[src/rtl/sr_drive_pkg.sv]
// Shared types and helpers for the S/R stimulus sequencer.
package sr_drive_pkg;

  typedef enum logic [1:0] {
    IDLE  = 2'd0,
    DRIVE = 2'd1,
    CHECK = 2'd2
  } state_t;

  localparam logic [7:0] ERR_MAX = 8'hFF;

  // Minimal SR excitation {S,R} to move the flip-flop from cur to tgt.
  function automatic logic [1:0] excite(input logic tgt, input logic cur);
    logic [1:0] sr;
    sr = 2'b00;
    if (tgt && !cur) begin
      sr = 2'b10;
    end else if (!tgt && cur) begin
      sr = 2'b01;
    end
    return sr;
  endfunction

endpackage

[src/rtl/sr_cmd_fifo.sv]
// Single-bit command FIFO; push and pop may occur in the same cycle.
module sr_cmd_fifo
#(
  parameter int DEPTH = 4
) (
  input  logic                   clk,
  input  logic                   rst_n,
  input  logic                   push,
  input  logic                   push_data,
  input  logic                   pop,
  output logic                   pop_data,
  output logic                   full,
  output logic                   empty,
  output logic [$clog2(DEPTH):0] count
);

  localparam int AW = $clog2(DEPTH);
  localparam int CW = AW + 1;

  logic [DEPTH-1:0] mem_q, mem_d;
  logic [AW-1:0]    wr_ptr_q, wr_ptr_d;
  logic [AW-1:0]    rd_ptr_q, rd_ptr_d;
  logic [CW-1:0]    count_q, count_d;
  logic             do_push, do_pop;

  assign full     = (count_q == CW'(DEPTH));
  assign empty    = (count_q == '0);
  assign count    = count_q;
  assign pop_data = mem_q[rd_ptr_q];

  always_comb begin
    do_push  = push && !full;
    do_pop   = pop && !empty;
    mem_d    = mem_q;
    wr_ptr_d = wr_ptr_q;
    rd_ptr_d = rd_ptr_q;
    count_d  = count_q;
    if (do_push) begin
      mem_d[wr_ptr_q] = push_data;
      wr_ptr_d        = wr_ptr_q + 1'b1;
    end
    if (do_pop) begin
      rd_ptr_d = rd_ptr_q + 1'b1;
    end
    // Pointers wrap naturally because DEPTH is a power of two.
    case ({do_push, do_pop})
      2'b10:   count_d = count_q + 1'b1;
      2'b01:   count_d = count_q - 1'b1;
      default: count_d = count_q;
    endcase
  end

  always_ff @(posedge clk or negedge rst_n) begin
    if (!rst_n) begin
      wr_ptr_q <= '0;
      rd_ptr_q <= '0;
      count_q  <= '0;
    end else begin
      wr_ptr_q <= wr_ptr_d;
      rd_ptr_q <= rd_ptr_d;
      count_q  <= count_d;
    end
  end

  // Storage needs no reset: an empty count makes its contents irrelevant.
  always_ff @(posedge clk) begin
    mem_q <= mem_d;
  end

endmodule

[src/rtl/sr_drive_seq.sv]
// Drives minimal S/R excitation for queued target Q values, then checks the
// flip-flop's returned Q once the excitation has been held.
module sr_drive_seq
  import sr_drive_pkg::*;
#(
  parameter int DEPTH = 4,
  parameter int HOLD  = 1
) (
  input  logic       clk,
  input  logic       rst_n,
  input  logic       in_valid,
  input  logic       in_q,
  output logic       in_ready,
  output logic       S,
  output logic       R,
  input  logic       q_fb,
  output logic       shadow_q,
  output logic       busy,
  output logic       err,
  output logic [7:0] err_cnt
);

  localparam int CW = $clog2(DEPTH) + 1;
  localparam int HW = $clog2(HOLD + 1);
  localparam logic [HW-1:0] HOLD_LOAD = HW'(HOLD - 1);

  state_t        state_q, state_d;
  logic          s_q, s_d;
  logic          r_q, r_d;
  logic          cur_q, cur_d;
  logic          err_q, err_d;
  logic [7:0]    err_cnt_q, err_cnt_d;
  logic          tgt_q, tgt_d;
  logic [HW-1:0] hold_q, hold_d;

  logic          fifo_pop, fifo_data, fifo_full, fifo_empty;
  logic [CW-1:0] fifo_count;

  sr_cmd_fifo #(.DEPTH(DEPTH)) u_fifo (
    .clk       (clk),
    .rst_n     (rst_n),
    .push      (in_valid && in_ready),
    .push_data (in_q),
    .pop       (fifo_pop),
    .pop_data  (fifo_data),
    .full      (fifo_full),
    .empty     (fifo_empty),
    .count     (fifo_count)
  );

  assign in_ready = !fifo_full;
  assign busy     = (state_q != IDLE) || (fifo_count != '0);
  assign fifo_pop = (state_q == IDLE) && !fifo_empty;
  assign S        = s_q;
  assign R        = r_q;
  assign shadow_q = cur_q;
  assign err      = err_q;
  assign err_cnt  = err_cnt_q;

  always_comb begin
    state_d   = state_q;
    s_d       = s_q;
    r_d       = r_q;
    cur_d     = cur_q;
    err_d     = 1'b0;
    err_cnt_d = err_cnt_q;
    tgt_d     = tgt_q;
    hold_d    = hold_q;
    case (state_q)
      IDLE: begin
        s_d = 1'b0;
        r_d = 1'b0;
        if (!fifo_empty) begin
          tgt_d      = fifo_data;
          {s_d, r_d} = excite(fifo_data, cur_q);
          hold_d     = HOLD_LOAD;
          state_d    = DRIVE;
        end
      end
      DRIVE: begin
        if (hold_q != '0) begin
          hold_d = hold_q - 1'b1;
        end else begin
          s_d     = 1'b0;
          r_d     = 1'b0;
          state_d = CHECK;
        end
      end
      CHECK: begin
        if (q_fb != tgt_q) begin
          err_d = 1'b1;
          if (err_cnt_q != ERR_MAX) begin
            err_cnt_d = err_cnt_q + 1'b1;
          end
        end
        // Track the commanded value, not q_fb, so one fault does not skew
        // the excitation chosen for every later command.
        cur_d   = tgt_q;
        state_d = IDLE;
      end
      default: begin
        s_d     = 1'b0;
        r_d     = 1'b0;
        state_d = IDLE;
      end
    endcase
  end

  always_ff @(posedge clk or negedge rst_n) begin
    if (!rst_n) begin
      state_q   <= IDLE;
      s_q       <= 1'b0;
      r_q       <= 1'b0;
      cur_q     <= 1'b0;
      err_q     <= 1'b0;
      err_cnt_q <= '0;
    end else begin
      state_q   <= state_d;
      s_q       <= s_d;
      r_q       <= r_d;
      cur_q     <= cur_d;
      err_q     <= err_d;
      err_cnt_q <= err_cnt_d;
    end
  end

  // Loaded on every pop before use, so no reset is needed.
  always_ff @(posedge clk) begin
    tgt_q  <= tgt_d;
    hold_q <= hold_d;
  end

endmodule
[config.mk]
export PLATFORM = sky130hd
export DESIGN_NAME = sr_drive_seq
export DESIGN_NICKNAME = d
export VERILOG_FILES = /design/src/rtl/sr_drive_pkg.sv /design/src/rtl/sr_cmd_fifo.sv /design/src/rtl/sr_drive_seq.sv
export SDC_FILE = /design/constraint.sdc
export NUM_CORES = 1
export LEC_CHECK = 0
export BUFFER_PORTS_ARGS = -buffer_cell sky130_fd_sc_hd__clkbuf_2
export CORE_AREA = 2 2 55 57
export DETAILED_ROUTE_END_ITERATION = 10
export DIE_AREA = 0 0 57 59
export PLACE_DENSITY = 0.69
export REMOVE_ABC_BUFFERS = 1
export SYNTH_ARGS = -nofsm -noshare
export SYNTH_HDL_FRONTEND = slang
export SYNTH_HIERARCHICAL = 1
export SYNTH_SLANG_ARGS = --single-unit
[constraint.sdc]
create_clock -name clk -period 2.28 [get_ports clk]
set_input_delay 0.228 -clock clk [delete_from_list [all_inputs] [get_ports clk]]
set_output_delay 0.228 -clock clk [all_outputs]
set_load 0.005 [all_outputs]
==> metrics.yaml <==
tritoncts: "built"
worst_setup_path_start_kind: "flop"
cap_violations: 0
nNetsFinal: 143
synthToLayoutAreaGrowth_pct: 14.5
globalplace.congestion: 0.757
async_reset_ff_frac: 0.808
grt_overflow: 0
cp_slowest_stage_delay_ns: 0.48
path_max_fanout: 7
cts_htree_levels: 1
grt_pass1_wl_mm: 3.65
final_cell_mix: "dfrtp_1 (18), clkbuf_2 (18), inv_1 (7)"
path_cells: "nor3b_4 -> nor2b_1 -> nor2b_4 -> inv_1 -> ha_2 -> inv_1 -> fa_2 -> xor2_1 -> nor2_1 -> xor2_1"
hold_depth: 1
viasPerCell: 4.95
synthesis.area_mm2: 0.00134
r2r_cells: 10
rsz0062_at_grt: "false"
relSlewSlack: 0.645
crit_type: "reg2reg"
syn_area_per_cell_um2: 12.6
hold_viol: 0
crit_arrival_ns: 2.34
critical_path.slowest_cell: "dfrtp_2"
power.density_mw_per_mm2: 1270
synth_ff_type: "dfrtp_1"
std_cell_rows: 19
post-route-drc-count: 0
end_kind: "flop"
clockBufferDepth: 2
dpl.hpwl_mm: 1.53
yosysSeqAreaShare: 0.506
fillers: 238
die_y_um: 59
synth.distinct_cells: 33
ant_nets: 0
routed_wl_mm: 2.02
drt_iter0_markers: 26
die_w_um: 57
worst_pin_slew_ns: 0.533
fin_skew_ns: 0.000990
grt_antenna_before_repair: 0
core_area_mm2: 0.00271
cp.required_ns: 2.52
synth_cells: 106
timing.fmax_mhz: 477
antenna_cells: 0
cts_buffers: 3
power.leakage_nw: 0.717
final.min_clock_period_ns: 2.10
cts.reportedPaths.clkPinSlew_ns: 0.13
final_max_slew_viol_count: 0
place_inst: 155
hp-class: "in2reg"
clkSinkCount: 26
io_buffers: 18
yosysWarnings: 6
first_global_vias: 837
final_cell_count_no_fill: 161
setup_viol: 0
die_area_mm2: 0.00336
fin_crit_sh: 0.920
drt-pass1-iter-count: 4
initial_utilization: 0.493
outcome: "finished, final reports clean"
insertion_delay_ns: 0.31
ios: 19
grt_use_total: 0.141
synth_edf_count: 5
wl_per_cell_um: 12.5
peakVddDrop_mv: 1.06
ys_ff_latch: 26
tns_ns: 0
grt_start_max_net_pins: 22
ctsRootBufferMaster: "clkbuf_4"
drive_above_1_share: 0.392
vias: 797
-- critical path, delay by kind of cell, from the launching register on --
family / cells / cell delay [ns]
buffers and inverters: 2 / 0.12
and+or+nand+nor: 4 / 0.62
adders and majority gates: 2 / 0.51
DFF: 1 / 0.48
xor gates and xnor gates: 2 / 0.29
-- cell usage after synthesis (2+ instances only) --
master / instances / share of area
dfrtp_1: 21 / 0.39
inv_1: 7 / 0.020
ha_1: 6 / 0.056
nor2_1: 6 / 0.017
xor2_1: 6 / 0.039
edfxtp_1: 5 / 0.11
nand2_1: 5 / 0.014
nor3_1: 5 / 0.019
a21oi_1: 4 / 0.015
nand3_1: 4 / 0.015
xnor2_1: 4 / 0.026
and3_1: 3 / 0.014
mux2_4: 3 / 0.034
nor2b_4: 3 / 0.031
and2_1: 2 / 0.0094
and2_2: 2 / 0.011
buf_6: 2 / 0.017
mux2_2: 2 / 0.017
nor4b_1: 2 / 0.013
-- worst paths after layout --
kind	startpoint	end	slack, ns
setup / recovery	u_fifo/count[1]	u_fifo/count[2]	0.18
hold / removal	in_q	u_fifo/mem_q[0]	0.13
hold reg to reg	u_fifo/rd_ptr_q[1]	u_fifo/rd_ptr_q[1]	0.49
max in group asynchronous	rst_n	u_fifo/count[2]	1.49
setup reg to reg	u_fifo/count[1]	u_fifo/count[2]	0.18
min in group asynchronous	rst_n	err_cnt[2]	0.41
-- what timing repair did --
action,4_1_cts,5_1_grt
pin swaps,0,2
hold buffers,1,0
endpoints found under the hold margin,21,0
setup buffers,0,1
gates resized for setup,1,6
setup endpoints to repair,1,2
-- cell type report --
class / count / area, um^2 / share of cell area
timing repair buffer: 22 / 123 / 0.0801
clock buffer: 4 / 36.3 / 0.0237
inverter: 7 / 26.3 / 0.0172
sequential: 26 / 679 / 0.444
tap: 31 / 38.8 / 0.0253
multi-input combinational: 71 / 627 / 0.410
-- cells by family (layout without fill, tap and decap cells) --
group | count (synthesis) | in the layout | share of synthesized area
AND/OR/NAND/NOR | 41 | 41 | 0.212
flip-flops | 26 | 26 | 0.506
XOR/XNOR | 11 | 11 | 0.0777
buffers and inverters | 9 | 33 | 0.0365
adder cells (fa/ha/maj) | 7 | 7 | 0.0712
multiplexers | 7 | 7 | 0.0749
AO/OA/AOI/OAI | 5 | 5 | 0.0225
-- layer usage --
layer  global-route usage  vias to the layer above  share of wire  wire length [um]
met1                0.183                      372           0.48               970
li1                     -                      406              -                 -
met5                    0                        -              0                 0
met2                0.233                       15           0.47               946
met3               0.0306                        4          0.033                67
met4               0.0498                        0          0.016                33
-- stage by stage --
| step | area, um^2 | hold slack [ns] | utilization | power [W] | setup WS, ns |
|---|---|---|---|---|---|
| after global routing | 1530 | 0.113 | 0.565 | 0.00213 | 0.0258 |
| after detailed placement | 1460 | 0.234 | 0.538 | 0.00170 | 0.0363 |
| final | 1530 | 0.125 | 0.565 | 0.00194 | 0.182 |
| after global placement | 1460 | 0.226 | 0.538 | 0.00167 | 0.100 |
| after CTS | 1510 | 0.109 | 0.555 | 0.00193 | 0.0416 |
| after floorplan | 1310 | -0.0676 | - | 0.00145 | 0.266 |
-- where the power goes --
part           total, W  internal (W)  switching [W]
clock network  0.000224     0.0000975       0.000127
registers      0.000868      0.000668       0.000200
logic          0.000851      0.000468       0.000383
total           0.00194       0.00123       0.000710
-- sequential cells by signal (all words and copies together) (netlist names) --
signal           count
state_q              2
u_fifo/count         3
u_fifo/wr_ptr_q      2
u_fifo/rd_ptr_q      2
err_cnt              8
shadow_q             1
err                  1
u_fifo/mem_q         4
R                    1
S                    1
tgt_q                1
Note: power is estimated with default switching activity, not from simulation.
